==> config.mk <==
export PLATFORM = sky130hd
export DESIGN_NAME = axis_rr_arbiter_flat
export DESIGN_NICKNAME = d
export VERILOG_FILES = /design/src/rtl/axis_rr_arbiter_if.sv /design/src/rtl/axis_rr_arbiter.sv /design/src/flat_wrapper.sv
export SDC_FILE = /design/constraint.sdc
export NUM_CORES = 1
export LEC_CHECK = 0
export ABC_AREA = 1
export ABC_CLOCK_PERIOD_IN_PS = 2400
export BUFFER_PORTS_ARGS = -buffer_cell sky130_fd_sc_hd__buf_2
export CAP_MARGIN = 20
export CORE_ASPECT_RATIO = 0.6
export CORE_MARGIN = 10
export CORE_UTILIZATION = 40
export CTS_CLUSTER_SIZE = 25
export DETAILED_ROUTE_END_ITERATION = 7
export PLACE_DENSITY = 0.9
export SLEW_MARGIN = 20
export SYNTH_ARGS = -nofsm -noshare
export SYNTH_HDL_FRONTEND = slang
export SYNTH_SLANG_ARGS = --single-unit
==> constraint.sdc <==
create_clock -name clk -period 2.4 [get_ports clk]
set_input_delay 0.24 -clock clk [delete_from_list [all_inputs] [get_ports clk]]
set_output_delay 0.24 -clock clk [all_outputs]
set_load 0.05 [all_outputs]
==> src/rtl/axis_rr_arbiter_if.sv <==
// Stream bundle between NUM_IN sources, the round-robin arbiter and its single sink.
// slave is the arbiter's view; master is the view of the sources plus the sink.
interface axis_rr_arbiter_if #(
    parameter int NUM_IN     = 4,
    parameter int DATA_WIDTH = 16
);
    logic [NUM_IN*DATA_WIDTH-1:0] in_tdata;
    logic [NUM_IN-1:0]            in_tvalid;
    logic [NUM_IN-1:0]            in_tlast;
    logic [NUM_IN-1:0]            in_tready;
    logic [DATA_WIDTH-1:0]        out_tdata;
    logic                         out_tvalid;
    logic                         out_tlast;
    logic                         out_tready;

    modport slave (
        input  in_tdata, in_tvalid, in_tlast, out_tready,
        output in_tready, out_tdata, out_tvalid, out_tlast
    );

    modport master (
        output in_tdata, in_tvalid, in_tlast, out_tready,
        input  in_tready, out_tdata, out_tvalid, out_tlast
    );
endinterface

==> src/rtl/axis_rr_arbiter.sv <==
// Packet-atomic round-robin arbiter sharing one AXI4-Stream sink between NUM_IN sources.
// The datapath is a pure combinational mux steered by the registered one-hot grant.
module axis_rr_arbiter #(
    parameter int NUM_IN     = 4,
    parameter int DATA_WIDTH = 16,
    parameter int MAX_BURST  = 16
) (
    input  logic                    clk,
    input  logic                    resetn,
    axis_rr_arbiter_if.slave        bus,
    output logic [NUM_IN-1:0]       grant,
    output logic                    busy
);
    localparam int IDX_W = (NUM_IN > 1) ? $clog2(NUM_IN) : 1;
    localparam int CNT_W = $clog2(MAX_BURST + 1);
    localparam logic [IDX_W-1:0]  LAST_INIT = IDX_W'(NUM_IN - 1);
    localparam logic [CNT_W-1:0]  CNT_CUT   = CNT_W'(MAX_BURST - 1);
    localparam logic [NUM_IN-1:0] ONE_HOT0  = {{(NUM_IN-1){1'b0}}, 1'b1};

    typedef enum logic {
        ST_IDLE  = 1'b0,
        ST_GRANT = 1'b1
    } state_t;

    state_t                  state_r, state_nxt_s;
    logic [NUM_IN-1:0]       grant_r, grant_nxt_s;
    logic [IDX_W-1:0]        owner_r, owner_nxt_s;
    logic [IDX_W-1:0]        last_grant_r, last_grant_nxt_s;
    logic [CNT_W-1:0]        beat_cnt_r, beat_cnt_nxt_s;
    logic                    busy_r;

    logic [2*NUM_IN-1:0]     rot_s;
    logic                    sel_found_s;
    logic [IDX_W-1:0]        sel_idx_s;
    logic [DATA_WIDTH-1:0]   out_tdata_s;
    logic                    out_tvalid_s;
    logic                    out_tlast_s;
    logic [NUM_IN-1:0]       in_tready_s;
    logic                    beat_s;
    logic                    pkt_end_s;

    // Round-robin pick: rotate requests so last_grant+1 lands at bit 0, take the lowest set bit.
    always_comb begin
        int pos_v;
        int sum_v;
        rot_s = {bus.in_tvalid, bus.in_tvalid} >> ({1'b0, last_grant_r} + {{IDX_W{1'b0}}, 1'b1});
        pos_v = 0;
        for (int i = NUM_IN - 1; i >= 0; i--) begin
            pos_v = rot_s[i] ? i : pos_v;
        end
        sum_v = int'(last_grant_r) + pos_v + 32'sd1;
        if (sum_v >= NUM_IN) begin
            sum_v = sum_v - NUM_IN;
        end else begin
            sum_v = sum_v;
        end
        sel_found_s = |bus.in_tvalid;
        sel_idx_s   = IDX_W'(sum_v);
    end

    // State register; reset abandons any transfer and hands priority back to input 0.
    always_ff @(posedge clk or negedge resetn) begin
        if (!resetn) begin
            state_r      <= ST_IDLE;
            grant_r      <= '0;
            owner_r      <= '0;
            last_grant_r <= LAST_INIT;
            beat_cnt_r   <= '0;
            busy_r       <= 1'b0;
        end else begin
            state_r      <= state_nxt_s;
            grant_r      <= grant_nxt_s;
            owner_r      <= owner_nxt_s;
            last_grant_r <= last_grant_nxt_s;
            beat_cnt_r   <= beat_cnt_nxt_s;
            busy_r       <= (state_nxt_s == ST_GRANT);
        end
    end

    // Next-state: grant on any request, release on tlast or on the MAX_BURST-th beat.
    always_comb begin
        state_nxt_s      = state_r;
        grant_nxt_s      = grant_r;
        owner_nxt_s      = owner_r;
        last_grant_nxt_s = last_grant_r;
        beat_cnt_nxt_s   = beat_cnt_r;
        case (state_r)
            ST_IDLE: begin
                if (sel_found_s) begin
                    state_nxt_s    = ST_GRANT;
                    grant_nxt_s    = ONE_HOT0 << sel_idx_s;
                    owner_nxt_s    = sel_idx_s;
                    beat_cnt_nxt_s = '0;
                end else begin
                    state_nxt_s = ST_IDLE;
                    grant_nxt_s = '0;
                end
            end
            ST_GRANT: begin
                if (pkt_end_s) begin
                    state_nxt_s      = ST_IDLE;
                    grant_nxt_s      = '0;
                    last_grant_nxt_s = owner_r;
                    beat_cnt_nxt_s   = '0;
                end else if (beat_s) begin
                    beat_cnt_nxt_s = beat_cnt_r + CNT_W'(1);
                end else begin
                    beat_cnt_nxt_s = beat_cnt_r;
                end
            end
            default: begin
                state_nxt_s    = ST_IDLE;
                grant_nxt_s    = '0;
                beat_cnt_nxt_s = '0;
            end
        endcase
    end

    // Output mux: AND-OR on the one-hot grant, so everything reads zero while idle.
    always_comb begin
        out_tdata_s  = '0;
        out_tvalid_s = 1'b0;
        out_tlast_s  = 1'b0;
        in_tready_s  = '0;
        for (int i = 0; i < NUM_IN; i++) begin
            out_tdata_s    = out_tdata_s | (bus.in_tdata[i*DATA_WIDTH +: DATA_WIDTH] & {DATA_WIDTH{grant_r[i]}});
            out_tvalid_s   = out_tvalid_s | (bus.in_tvalid[i] & grant_r[i]);
            out_tlast_s    = out_tlast_s | (bus.in_tlast[i] & grant_r[i]);
            in_tready_s[i] = grant_r[i] & bus.out_tready;
        end
        beat_s    = out_tvalid_s & bus.out_tready;
        pkt_end_s = beat_s & (out_tlast_s | (beat_cnt_r == CNT_CUT));
    end

    assign bus.out_tdata  = out_tdata_s;
    assign bus.out_tvalid = out_tvalid_s;
    assign bus.out_tlast  = out_tlast_s;
    assign bus.in_tready  = in_tready_s;
    assign grant          = grant_r;
    assign busy           = busy_r;

endmodule

==> src/flat_wrapper.sv <==
// flat-port wrapper written by rule: the top's interface ports become plain ports
module axis_rr_arbiter_flat 
#(
    parameter int NUM_IN     = 4,
    parameter int DATA_WIDTH = 16,
    parameter int MAX_BURST  = 16
)
  (clk, resetn, grant, busy, bus_in_tdata, bus_in_tvalid, bus_in_tlast, bus_out_tready, bus_in_tready, bus_out_tdata, bus_out_tvalid, bus_out_tlast);
  axis_rr_arbiter_if #(.NUM_IN(NUM_IN), .DATA_WIDTH(DATA_WIDTH)) bus_i ();
  input  logic clk;
  input  logic resetn;
  output logic [NUM_IN-1:0] grant;
  output logic busy;
  input wire logic [$bits(bus_i.in_tdata)-1:0] bus_in_tdata;
  input wire logic [$bits(bus_i.in_tvalid)-1:0] bus_in_tvalid;
  input wire logic [$bits(bus_i.in_tlast)-1:0] bus_in_tlast;
  input wire logic [$bits(bus_i.out_tready)-1:0] bus_out_tready;
  output wire logic [$bits(bus_i.in_tready)-1:0] bus_in_tready;
  output wire logic [$bits(bus_i.out_tdata)-1:0] bus_out_tdata;
  output wire logic [$bits(bus_i.out_tvalid)-1:0] bus_out_tvalid;
  output wire logic [$bits(bus_i.out_tlast)-1:0] bus_out_tlast;
  assign bus_i.in_tdata = bus_in_tdata;
  assign bus_i.in_tvalid = bus_in_tvalid;
  assign bus_i.in_tlast = bus_in_tlast;
  assign bus_i.out_tready = bus_out_tready;
  assign bus_in_tready = bus_i.in_tready;
  assign bus_out_tdata = bus_i.out_tdata;
  assign bus_out_tvalid = bus_i.out_tvalid;
  assign bus_out_tlast = bus_i.out_tlast;
  axis_rr_arbiter #(.NUM_IN(NUM_IN), .DATA_WIDTH(DATA_WIDTH), .MAX_BURST(MAX_BURST)) u_core (.clk(clk), .resetn(resetn), .bus(bus_i), .grant(grant), .busy(busy));
endmodule
==> results.json <==
{
  "status": "complete, no violations",
  "core-area_um2": 3220,
  "slowest_delay_ns": 0.57,
  "yosys_warnings": 0,
  "cts_tree": "yes",
  "period_share_pct": 82.9,
  "root_buffer": "clkbuf_8",
  "crit_family": "simple AND/OR/NAND/NOR gates",
  "drv_cap": 0,
  "synthArstFlopShare_pct": 100,
  "areaGrowthSynthToFinish_pct": 46.0,
  "cts_made_buffers": 3,
  "synth_top_area_share_pct": 33.0,
  "ys_top_cells_by_area": "nand2_1, dfrtp_1, nand4_1",
  "ys_seq_area_share_pct": 26.5,
  "post-route-min-period_ns": 1.99,
  "vdd.ir_drop.worst_uv": 393,
  "nets": 406,
  "final_hold_viol_count": 0,
  "maxSlewViolCount": 0,
  "start_util_pct": 41.3,
  "finalClockSkew_ns": 0.00221,
  "required_ns": 2.54,
  "die_w_um": 94.5,
  "yosysUniqueCellTypes": 23,
  "gp_congestion": 0.827,
  "n_antenna_cell": 0,
  "synth_flop_cell": "dfrtp_1",
  "max_freq_mhz": 502,
  "worstSkewPairLatency_ns": 0.24,
  "cp-end-kind": "register",
  "setup-tns-final_ns": 0,
  "synth_cells": 224,
  "syn_nets": 303,
  "grt_pass1_vias": 1676,
  "vias": 1733,
  "wirelength_um": 4840,
  "fillers": 323,
  "io-pin-count": 102,
  "worst_path_max_delay_cell": "dfstp_2",
  "synth_edf_count": 0,
  "portBuffers": 101,
  "path_common_cell": "nand2_1",
  "antenna_found_initial": 0,
  "grt_pass1_wl_um": 7660,
  "overflow": 0,
  "cts.htree.levels": 1,
  "relSlewSlack_pct": 66.9,
  "yosys.area.top_type": "nand2_1",
  "hold_path_class": "input port to asynchronous set/reset pin",
  "postCtsResizedCells": 0,
  "post-route-cell-area_um2": 1940,
  "clk_pin_slew_ns": 0.06,
  "vias_per_cell": 4.67,
  "placed_area_um2": 1880,
  "grt_max_degree": 16,
  "synth_commonest_cells": "nand2_1, nand4_1, nand3_1",
  "drt_pass1_iterations": 4,
  "drtIter0Drc": 99,
  "grt_usage_pct": 14.8,
  "leakagePower_nw": 1.19,
  "detail-route-antenna-nets": 0,
  "p_per_area_nw_per_um2": 284,
  "clkSinkCount": 14,
  "synth_most_common_cell": "nand2_1",
  "reg2reg_slack_ns": 0.41,
  "path_cells": "inv_2, nand2_1, nand3_1, nand2_2, nand3_1, nand2_1, nand2_1, ha_1, xor2_1, inv_1, nand3_2, nand2_2, nand2_1, nand2_1",
  "critPathMaxFanout": 7,
  "startpoint_type": "register",
  "synth_seq_cells": 14,
  "critical_path_arrival_ns": 2.13,
  "max-clock-path-buffers": 2,
  "hpwl_um": 4080,
  "place_inst": 366,
  "worstMarginPinSlew_ns": 0.496,
  "drive_gt1_share_pct": 40.2,
  "crit_buf_inv": 2,
  "fp-row-count": 16,
  "fin_cells": 371,
  "netlist_area_um2": 1330,
  "rsz0062_at_grt": "no",
  "wl_per_cell_um": 13.0,
  "critPathKind": "register to register",
  "setup_viol": 0,
  "dieArea_um2": 6110,
  "route.detailed.drc": 0,
  "die_h_um": 64.7,
  "avgSynthCellArea_um2": 5.94
}
==> path summary, 6_finish.rpt <==
kind / end / from / cells past startpoint
max: u_core.grant[1]$_DFFE_PN0P_ / u_core.last_grant_r[0]$_DFFE_PN1P_ / 14
min: u_core.beat_cnt_r[1]$_DFFE_PN0P_ / resetn / 2
max reg2reg: u_core.grant[1]$_DFFE_PN0P_ / u_core.last_grant_r[0]$_DFFE_PN1P_ / 14
min reg2reg: u_core.owner_r[1]$_DFFE_PN0P_ / u_core.owner_r[1]$_DFFE_PN0P_ / 2
max in group asynchronous: u_core.last_grant_r[0]$_DFFE_PN1P_ / resetn / 2
min in group clk: u_core.owner_r[1]$_DFFE_PN0P_ / u_core.owner_r[1]$_DFFE_PN0P_ / 2
==> final cells by class <==
| class | instances | area [um^2] | area share (%) |
|---|---|---|---|
| clock buffers | 4 | 55.1 | 2.83 |
| inverters | 17 | 65.1 | 3.35 |
| multi-input cells | 185 | 868 | 44.7 |
| flip-flops and latches | 14 | 353 | 18.2 |
| well taps | 45 | 56.3 | 2.90 |
| repair buffers | 106 | 546 | 28.1 |
==> stage by stage <==
stage          power [mW]  util (%)  setup slack [ns]  hold WS, ns
3_3_place_gp        0.323      58.3             0.534        0.150
2_1_floorplan       0.257         -             0.532      -0.0556
5_1_grt             0.582      60.3             0.271        0.444
4_1_cts             0.560      60.3             0.417        0.424
6_report            0.552      60.3             0.410        0.418
3_5_place_dp        0.325      58.3             0.423        0.156
==> cells in the final DEF (no fill, tap or decap) <==
cell type / n
xor2_1: 3
or2_1: 1
nand3b_1: 1
nor2_1: 7
nor2_2: 1
o21a_1: 1
nand3_1: 14
and3_1: 1
inv_2: 6
nand4_1: 17
a21oi_2: 1
dlygate4sd3_1: 1
inv_1: 10
ha_1: 4
buf_4: 4
buf_2: 101
dfstp_2: 2
nand2_2: 9
clkinv_2: 1
clkbuf_8: 4
nand2_1: 117
nand3b_2: 1
dfrtp_1: 12
nand3_2: 1
o21ai_1: 6
==> registers in the layout, indices dropped and copies added (netlist names) <==
signal,count
u_core.beat_cnt_r,5
u_core.grant,4
u_core.last_grant_r,2
u_core.owner_r,2
u_core.state_r,1
==> layer usage <==
layer	global-route usage, %	part of all wire (%)
met2	25.5	46
met3	5.40	10
met4	1.30	0
met5	0	0
met1	17.8	44
==> cell families after synthesis <==
logic type,Yosys count,synth area share (%)
AND/OR/NAND/NOR,170,56.0
AO/OA/AOI/OAI,8,3.48
flip-flops,14,26.5
adder cells (fa/ha/maj),4,3.76
XOR/XNOR,3,1.97
buffers and inverters,25,8.27
==> report_power, final <==
group          switching (mW)  internal [mW]
Combinational          0.0366         0.0496
Clock                  0.0846          0.145
Sequential                  0          0.236
Total                   0.121          0.431
==> timing repair <==
action	4_1_cts	5_1_grt
setup buffers	0	0
hold buffers	1	0
endpoints found under the hold margin	12	0
Note: power is estimated with default switching activity, not from simulation.
